## src/rtl/fetch_pkg.sv

```systemverilog
// Shared fetch-stage definitions: FSM state encoding and fixed constants.
package fetch_pkg;

  typedef enum logic [1:0] {
    ST_ISSUE = 2'd0,
    ST_WAIT  = 2'd1,
    ST_HOLD  = 2'd2,
    ST_DROP  = 2'd3
  } fetch_state_e;

  localparam logic [31:0] NOP_INSTR = 32'h0000_0000;
  localparam int unsigned PC_STEP   = 4;

endpackage

```

## src/rtl/ifid_reg.sv

```systemverilog
// IF/ID pipeline register: a bubble overrides a load; with neither it holds.
module ifid_reg
  import fetch_pkg::*;
#(
  parameter int ADDR_W  = 32,
  parameter int INSTR_W = 32
) (
  input  logic               clk,
  input  logic               rst_n,
  input  logic               load,
  input  logic               bubble,
  input  logic [INSTR_W-1:0] instr_p0,
  input  logic [ADDR_W-1:0]  pc_p0,
  input  logic [ADDR_W-1:0]  pc4_p0,
  output logic               vld_p1,
  output logic [INSTR_W-1:0] instr_p1,
  output logic [ADDR_W-1:0]  pc_p1,
  output logic [ADDR_W-1:0]  pc4_p1
);

  // IF -> ID boundary: bubble clears valid and the instruction, load captures a fetch
  always_ff @(posedge clk or negedge rst_n) begin
    if (!rst_n) begin
      vld_p1   <= 1'b0;
      instr_p1 <= INSTR_W'(NOP_INSTR);
      pc_p1    <= '0;
      pc4_p1   <= '0;
    end else if (bubble) begin
      vld_p1   <= 1'b0;
      instr_p1 <= INSTR_W'(NOP_INSTR);
    end else if (load) begin
      vld_p1   <= 1'b1;
      instr_p1 <= instr_p0;
      pc_p1    <= pc_p0;
      pc4_p1   <= pc4_p0;
    end
  end

endmodule

```

## src/rtl/fetch_unit.sv

```systemverilog
// Instruction fetch stage: owns the PC, keeps one imem request in flight,
// buffers a response that lands during a stall and squashes stale responses.
module fetch_unit
  import fetch_pkg::*;
#(
  parameter int              ADDR_W   = 32,
  parameter int              INSTR_W  = 32,
  parameter logic [ADDR_W-1:0] RESET_PC = '0
) (
  input  logic               clk_i,
  input  logic               rst_n_i,
  input  logic               stall_i,
  input  logic               flush_i,
  input  logic [ADDR_W-1:0]  target_i,
  output logic               imem_req_o,
  output logic [ADDR_W-1:0]  imem_addr_o,
  input  logic               imem_rvalid_i,
  input  logic [INSTR_W-1:0] imem_rdata_i,
  output logic               ifid_valid_o,
  output logic [INSTR_W-1:0] ifid_instr_o,
  output logic [ADDR_W-1:0]  ifid_pc_o,
  output logic [ADDR_W-1:0]  ifid_pc4_o
);

  fetch_state_e       state_q, state_d;
  logic [ADDR_W-1:0]  pc_q, pc_d;
  logic [ADDR_W-1:0]  pc4;
  logic [ADDR_W-1:0]  target_al;
  logic [INSTR_W-1:0] buf_q;
  logic               buf_we;
  logic               deliver;
  logic [INSTR_W-1:0] dlv_instr;
  logic               ifid_bubble;

  // Instructions are word aligned, so the low target bits are ignored.
  assign target_al = target_i & ~ADDR_W'(2'b11);
  assign pc4       = pc_q + ADDR_W'(PC_STEP);

  // The request strobe is suppressed while reset is held even though the FSM sits in ISSUE.
  assign imem_req_o  = rst_n_i && (state_q == ST_ISSUE);
  assign imem_addr_o = pc_q;

  // Next-state, next-PC and delivery decode; flush outranks stall everywhere
  always_comb begin
    state_d   = state_q;
    pc_d      = pc_q;
    buf_we    = 1'b0;
    deliver   = 1'b0;
    dlv_instr = imem_rdata_i;
    case (state_q)
      ST_ISSUE: begin
        if (flush_i) begin
          pc_d    = target_al;
          state_d = ST_DROP;
        end else begin
          state_d = ST_WAIT;
        end
      end
      ST_WAIT: begin
        if (imem_rvalid_i) begin
          if (flush_i) begin
            pc_d    = target_al;
            state_d = ST_ISSUE;
          end else if (stall_i) begin
            buf_we  = 1'b1;
            state_d = ST_HOLD;
          end else begin
            deliver = 1'b1;
            state_d = ST_ISSUE;
          end
        end else if (flush_i) begin
          pc_d    = target_al;
          state_d = ST_DROP;
        end
      end
      ST_HOLD: begin
        if (flush_i) begin
          pc_d    = target_al;
          state_d = ST_ISSUE;
        end else if (!stall_i) begin
          deliver   = 1'b1;
          dlv_instr = buf_q;
          state_d   = ST_ISSUE;
        end
      end
      ST_DROP: begin
        // A redirect here only retargets; the stale response is still owed.
        if (flush_i) pc_d = target_al;
        if (imem_rvalid_i) state_d = ST_ISSUE;
      end
      default: state_d = ST_ISSUE;
    endcase
    if (deliver) pc_d = pc4;
  end

  // FSM state and PC registers
  always_ff @(posedge clk_i or negedge rst_n_i) begin
    if (!rst_n_i) begin
      state_q <= ST_ISSUE;
      pc_q    <= RESET_PC;
    end else begin
      state_q <= state_d;
      pc_q    <= pc_d;
    end
  end

  // Holding buffer for a response that arrived while decode was stalled
  always_ff @(posedge clk_i) begin
    if (buf_we) buf_q <= imem_rdata_i;
  end

  // Anything other than a delivery or a stall leaves a bubble in decode.
  assign ifid_bubble = flush_i || (!stall_i && !deliver);

  // IF -> ID boundary
  ifid_reg #(
    .ADDR_W  (ADDR_W),
    .INSTR_W (INSTR_W)
  ) u_ifid (
    .clk      (clk_i),
    .rst_n    (rst_n_i),
    .load     (deliver),
    .bubble   (ifid_bubble),
    .instr_p0 (dlv_instr),
    .pc_p0    (pc_q),
    .pc4_p0   (pc4),
    .vld_p1   (ifid_valid_o),
    .instr_p1 (ifid_instr_o),
    .pc_p1    (ifid_pc_o),
    .pc4_p1   (ifid_pc4_o)
  );

endmodule
```

## config.mk

```make
export PLATFORM = sky130hd
export DESIGN_NAME = fetch_unit
export DESIGN_NICKNAME = d
export VERILOG_FILES = /design/src/rtl/fetch_pkg.sv /design/src/rtl/ifid_reg.sv /design/src/rtl/fetch_unit.sv
export SDC_FILE = /design/constraint.sdc
export NUM_CORES = 1
export LEC_CHECK = 0
export ABC_AREA = 0
export CORE_UTILIZATION = 50
export DETAILED_ROUTE_END_ITERATION = 8
export HOLD_SLACK_MARGIN = 0.03
export PLACE_DENSITY = 0.88
export SYNTH_ARGS = -nofsm -noshare
export SYNTH_HDL_FRONTEND = slang
export SYNTH_HIERARCHICAL = 1
export SYNTH_SLANG_ARGS = --single-unit
```

## constraint.sdc

```tcl
create_clock -name clk_i -period 3.17 [get_ports clk_i]
set_clock_uncertainty 0.2 [all_clocks]
set_input_delay 0.317 -clock clk_i [delete_from_list [all_inputs] [get_ports clk_i]]
set_output_delay 0.317 -clock clk_i [all_outputs]
set_load 0.02 [all_outputs]
```

==> results of run 1 <==
flip-flops by register name, indices dropped and copies added, names as in the netlist:
| register | count |
|---|---|
| u_ifid/vld_p1 | 1 |
| state_q | 2 |
| u_ifid/pc_p1 | 32 |
| u_ifid/instr_p1 | 32 |
| buf_q | 32 |
| imem_addr_o | 30 |
| u_ifid/pc4_p1 | 32 |
area by class of cell:
cell class                 count  area share, %
timing repair buffer         209           19.9
tap                          211           2.52
multi-input combinational    408           32.0
inverter                       6          0.215
clock inverter                14           1.40
clock buffer                  18           4.09
sequential                   161           40.0
per-layer routing:
layer	wire (um)	vias to the layer above	part of all wire, %
met2	8920	194	48
met1	8110	2751	43
met3	1210	38	6.5
met4	471	0	2.5
met5	0	-	0
li1	-	2599	-
Yosys cell counts, drive strengths merged, types with 5 or more instances:
master / number / area share (%)
mux2i: 33 / 4.2
xnor2: 13 / 1.5
ha: 6 / 0.96
a31oi: 20 / 1.6
mux2: 97 / 17
nand3: 12 / 0.93
edfxtp: 32 / 12
nand4: 11 / 0.88
dfrtp: 129 / 41
xor2: 22 / 2.5
nor2: 66 / 3.2
o21ai: 13 / 0.83
or4: 24 / 2.4
o31ai: 18 / 1.7
buf: 19 / 2.9
nand2: 24 / 1.2
nor4: 7 / 0.64
inv: 5 / 0.24
nor3: 9 / 0.58
clkbuf: 21 / 1.0
power groups by stage:
| stage | Clock (mW) | Combinational [mW] | Sequential (mW) |
|---|---|---|---|
| 2_1_floorplan | 0 | 0.961 | 3.24 |
| 3_3_place_gp | 0 | 2.47 | 2.83 |
| 3_5_place_dp | 0 | 2.51 | 2.84 |
| 4_1_cts | 2.03 | 2.52 | 2.82 |
| 5_1_grt | 2.13 | 2.64 | 2.87 |
| 6_report | 2.00 | 2.50 | 2.82 |
path summary, 6_finish.rpt:
| path | start | endpoint | slack (ns) | depth (start not counted) |
|---|---|---|---|---|
| worst max-delay path | imem_addr_o[2]$_DFFE_PN0P_ | imem_addr_o[26]$_DFFE_PN0P_ | 0.44 | 5 |
| worst min-delay path | rst_n_i | u_ifid/pc_p1[18]$_DFFE_PN0P_ | 0.17 | 2 |
| worst max register to register | imem_addr_o[2]$_DFFE_PN0P_ | imem_addr_o[26]$_DFFE_PN0P_ | 0.44 | 5 |
| worst min register to register | u_ifid/pc4_p1[16]$_DFFE_PN0P_ | u_ifid/pc4_p1[16]$_DFFE_PN0P_ | 0.31 | 1 |
| max in group asynchronous | rst_n_i | imem_addr_o[3]$_DFFE_PN0P_ | 1.13 | 3 |
| min in group clk_i | target_i[14] | imem_addr_o[14]$_DFFE_PN0P_ | 0.25 | 3 |
cells by family after synthesis:
group | share of synthesized area [%]
AO/OA/AOI/OAI | 4.81
multiplexers | 21.0
adder cells (fa/ha/maj) | 0.959
flip-flops | 53.5
buffers and inverters | 4.15
other | 0.0479
XOR/XNOR | 3.91
AND/OR/NAND/NOR | 11.6
timing repair:
| action | in CTS | in global routing |
|---|---|---|
| buffers inserted | 0 | 0 |
| gates resized for setup | 0 | 0 |
| hold buffers | 1 | 0 |
| hold endpoints to repair | 44 | 0 |
stage by stage:
step                      std cells  hold slack, ns  utilization [%]  total power [mW]  area [sq um]
final                          1027           0.169             68.7              7.31         10500
after global routing           1027           0.206             68.7              7.64         10500
after CTS                      1027           0.180             68.7              7.37         10500
after detailed placement        994          0.0704             64.9              5.35          9900
after global placement          994          0.0692             64.9              5.29          9900
after floorplan                 615          -0.179                -              4.20          7850
==> run_results.csv, run 1 <==
group,metric,value,unit
status,outcome,"finished, final reports clean",
timing,worst_slew_pin_slew,1.10,ns
worst_setup_path,crit_path_max_fanout,24,
power,seqPwrFrac,38.5,%
place,port_buffers,194,
clock_tree,clk_latency,0.42,ns
routing,dr.pass1.iters,5,
timing,maxSlewHeadroom,26.9,%
worst_setup_path,crit_family,"simple AND/OR/NAND/NOR gates",
worst_setup_path,arrival,2.87,ns
cells_and_area,antennaDiodeCount,0,
routing,drc,0,
worst_setup_path,cp_num_buf_inv,0,
worst_hold_path,hold_path_class,"input pin to asynchronous set/reset pin",
global_routing,globalRouteOverflowTotal,0,
cells_and_area,final_common_cell,"clkdlybuf4s50_1",
routing,routed-via-count,5582,
routing,vias_per_cell,5.44,
cells_and_area,fin_nets,878,
timing,fin_setup_tns,0,ns
die,die_w,127,um
timing,rsz0062_at_grt,"false",
global_routing,globalRouteMet2Util,38.4,%
power,power.internal,4.97,mW
power,power_leakage,4.14,nW
power,peakVddDrop,0.501,mV
timing,maxSlewViolCount,0,
worst_setup_path,crit_required,3.31,ns
global_routing,grtUsageMet1,30.4,%
synth,synth_seq_cells,161,
cells_and_area,multi_input_area,0.00335,sq mm
routing,routed_wl,18.7,mm
worst_setup_path,worst_path_max_delay_cell,"or4_4",
global_routing,antenna_found_initial,0,
place,dp_slack,0.480,ns
clock_tree,numCtsBuffers,17,
clock_tree,tritoncts,"built",
timing,setup_ws,0.445,ns
worst_setup_path,slowest_delay,0.70,ns
synth,avgSynthCellArea,12.8,sq um
timing,hold_violations,0,
die,rows,45,
clock_tree,clock-sinks,161,
flow_run,max_cap_violations,0,
synth,ys_warn_count,6,
die,core,0.0153,sq mm
synth,synth_area,0.00783,sq mm
synth,synthCells,610,
synth,seq_area_frac_synth,53.5,%
power,power_frac_comb,34.2,%
global_routing,grt.total_usage,23.9,%
die,chipHeight,127,um
clock_tree,cts-root-to-sink-buffers,2,
worst_setup_path,crit_chain,"ha_1 -> nand3_1 -> or4_4 -> or4_1 -> a31oi_1",
die,num_io_pins,199,
power,switching_share,32.1,%
cells_and_area,drive_above_1_share,18.8,%
place,dp.final_hpwl,12.6,mm
global_routing,grt_pass1_wl,29.8,mm
power,pwr_density_cell,698,mW/mm^2
synth,synth_edf_count,32,
synth,async_reset_ff_share,80.1,%
timing,setup_viol,0,
timing,fmax,0.367,GHz
clock_tree,cts_max_level,4,
clock_tree,path_clk_slew,0.07,ns
routing,detail-route-antenna-nets,0,
worst_setup_path,worstSetupStartpointType,"flop",
power,power_switching,2.35,mW
global_routing,grt_pass1_vias,5667,
worst_setup_path,crit_type,"flop to flop",
clock_tree,cts_root_buffer,"clkbuf_16",
global_routing,busiest_layer,"met2",
routing,routedWlPerCell,18.2,um
cells_and_area,fillers,1090,
timing,period_minus_slack,2.73,ns
synth,synth_cell_types,45,
cells_and_area,syn_to_final_growth,33.9,%
worst_setup_path,end_kind,"flop",
global_routing,grt_start_max_net_pins,86,
die,initial_utilization,51.3,%
global_routing,grtUsageMet3,6.95,%
cells_and_area,regArea,0.00419,sq mm
place,place_congestion,0.802,
power,clock_power_share,27.3,%
routing,drt_first_iter_violations,322,
die,die-area,0.0162,sq mm
timing,finalCritPeriodShare,86.0,%
synth,synth-main-ff-cell,"dfrtp_1",
cells_and_area,layout_common_cells,"clkdlybuf4s50_1, dfrtp_1, nor2_1, mux2_4, mux2_2",
Power figures use the tool's default switching activity.
==> run 2: changes to the inputs <==
CORE_ASPECT_RATIO = 0.5   (was default)
==> run_results.csv, run 2 (synthesized netlist as in run 1, its figures left out) <==
group,metric,value,unit
cells_and_area,fin_util,71.0,%
timing,worst_slew_pin_slew,0.767,ns
flow_run,max_cap_violations,0,
place,port_buffers,194,
cells_and_area,layout_common_cells,"clkdlybuf4s50_1, dfrtp_1, nor2_1, mux2_4, mux2_2",
cells_and_area,drive_above_1_share,19.1,%
timing,finalCritPeriodShare,88.8,%
clock_tree,tritoncts,"built",
worst_setup_path,slowest_delay,0.45,ns
routing,detail-route-antenna-nets,0,
routing,met3_length,1.35,mm
global_routing,globalRouteOverflowTotal,0,
power,power_leakage,4.19,nW
die,core,0.0149,sq mm
timing,maxSlewHeadroom,48.8,%
clock_tree,clk_latency,0.42,ns
die,die_w,179,um
clock_tree,numCtsBuffers,17,
clock_tree,cts_max_level,4,
die,num_io_pins,199,
routing,routed_wl,20.5,mm
timing,setup_viol,0,
worst_setup_path,r2r_slack,0.36,ns
worst_setup_path,crit_path_max_fanout,26,
die,chipHeight,90.5,um
status,outcome,"finished, final reports clean",
clock_tree,clock-sinks,161,
routing,vias_per_cell,5.76,
clock_tree,path_clk_slew,0.07,ns
place,dp.final_hpwl,13.7,mm
worst_setup_path,worstReg2RegEnd,"u_ifid/pc4_p1[13]$_DFFE_PN0P_",
cells_and_area,final_common_cell,"clkdlybuf4s50_1",
worst_setup_path,crit_type,"flop to flop",
worst_setup_path,r2r_start,"state_q[1]$_DFFE_PN0P_",
worst_setup_path,crit_chain,"inv_1 -> ha_1 -> nor2b_1 -> nand2_1 -> nor2_4 -> nor2b_4 -> buf_12 -> mux2_4",
global_routing,grt.total_usage,25.7,%
timing,whs,0.217,ns
worst_setup_path,cp_num_buf_inv,2,
worst_setup_path,crit_required,3.26,ns
worst_setup_path,cp.depth,8,
clock_tree,cts_root_buffer,"clkbuf_16",
routing,drt_first_iter_violations,411,
cells_and_area,fillers,984,
timing,period_minus_slack,2.81,ns
timing,fmax,0.355,GHz
routing,drc,0,
cells_and_area,fin_nets,882,
routing,dr.pass1.iters,6,
die,die-area,0.0162,sq mm
die,initial_utilization,52.7,%
worst_setup_path,worstRegToRegCells,8,
worst_setup_path,end_kind,"flop",
power,pwr_density_cell,720,mW/mm^2
global_routing,grt_pass1_vias,5816,
die,rows,31,
cells_and_area,antennaDiodeCount,0,
routing,highest_layer,"met4",
worst_setup_path,worst_path_max_delay_cell,"nor2b_4",
routing,routedWlPerCell,20.1,um
worst_hold_path,hold_path_class,"input pin to asynchronous set/reset pin",
routing,routed-via-count,5859,
clock_tree,cts-root-to-sink-buffers,2,
clock_tree,post_cts_resized,0,
worst_setup_path,crit_family,"simple AND/OR/NAND/NOR gates",
power,finalPower,7.60,mW
timing,hold_violations,0,
routing,m1WireLength,8.40,mm
timing,fin_setup_tns,0,ns
timing,rsz0062_at_grt,"false",
routing,dr_wl_met2,10.2,mm
place,place_congestion,0.803,
power,peakVddDrop,0.480,mV
global_routing,grt_pass1_wl,32.1,mm
cells_and_area,syn_to_final_growth,34.8,%
global_routing,grt_start_max_net_pins,59,
timing,maxSlewViolCount,0,
global_routing,antenna_found_initial,0,
worst_setup_path,arrival,2.91,ns
worst_setup_path,worstSetupStartpointType,"flop",
[run 2: repair_timing]
action                    in CTS  in global routing
hold buffers                   1                  0
hold endpoints to repair      33                  0
setup buffers                  0                  0
[run 2: layer usage]
| layer | track usage [%] | vias up |
|---|---|---|
| met4 | 8.97 | 0 |
| li1 | - | 2611 |
| met3 | 4.97 | 40 |
| met5 | 0 | - |
| met2 | 42.7 | 267 |
| met1 | 33.5 | 2941 |
[run 2: area by class of cell]
| type | instances | area (sq um) | share of cell area (%) |
|---|---|---|---|
| Clock inverter | 14 | 201 | 1.91 |
| Inverter | 6 | 22.5 | 0.213 |
| Tap cell | 198 | 248 | 2.35 |
| Sequential cell | 161 | 4190 | 39.7 |
| Multi-Input combinational cell | 408 | 3350 | 31.7 |
| Clock buffer | 18 | 429 | 4.07 |
| Timing Repair Buffer | 213 | 2110 | 20.0 |
[run 2: worst max-delay path by stage]
| stage | from | end |
|---|---|---|
| final | state_q[1]$_DFFE_PN0P_ | u_ifid/pc4_p1[13]$_DFFE_PN0P_ |
| after global routing | state_q[0]$_DFFE_PN0P_ | u_ifid/pc4_p1[13]$_DFFE_PN0P_ |
| after CTS | state_q[0]$_DFFE_PN0P_ | u_ifid/pc_p1[16]$_DFFE_PN0P_ |
| after detailed placement | stall_i | u_ifid/pc_p1[18]$_DFFE_PN0P_ |
| after global placement | stall_i | u_ifid/pc_p1[0]$_DFFE_PN0P_ |
| after floorplan | state_q[0]$_DFFE_PN0P_ | u_ifid/pc4_p1[10]$_DFFE_PN0P_ |
[run 2: worst reg2reg max path, cell delays in order, from the launching register on]
cell,delay (ns)
dfrtp_1,0.41
inv_1,0.11
ha_1,0.30
nor2b_1,0.27
nand2_1,0.18
nor2_4,0.13
nor2b_4,0.45
buf_12,0.30
mux2_4,0.35
[run 2: metrics by stage]
step	std cells	setup slack (ns)	area [sq um]
final	1018	0.356	10600
after global routing	1018	0.297	10600
after CTS	1018	0.434	10600
after detailed placement	985	0.313	9910
after global placement	985	0.418	9910
after floorplan	615	0.380	7850
[run 2: power breakdown]
group          switching [mW]  leakage (nW)  internal [mW]  total (mW)
Sequential              0.330          1.96           2.51        2.84
Clock                   0.875         0.302           1.33        2.21
Combinational            1.19          1.93           1.36        2.54
Total                    2.39          4.19           5.21        7.60
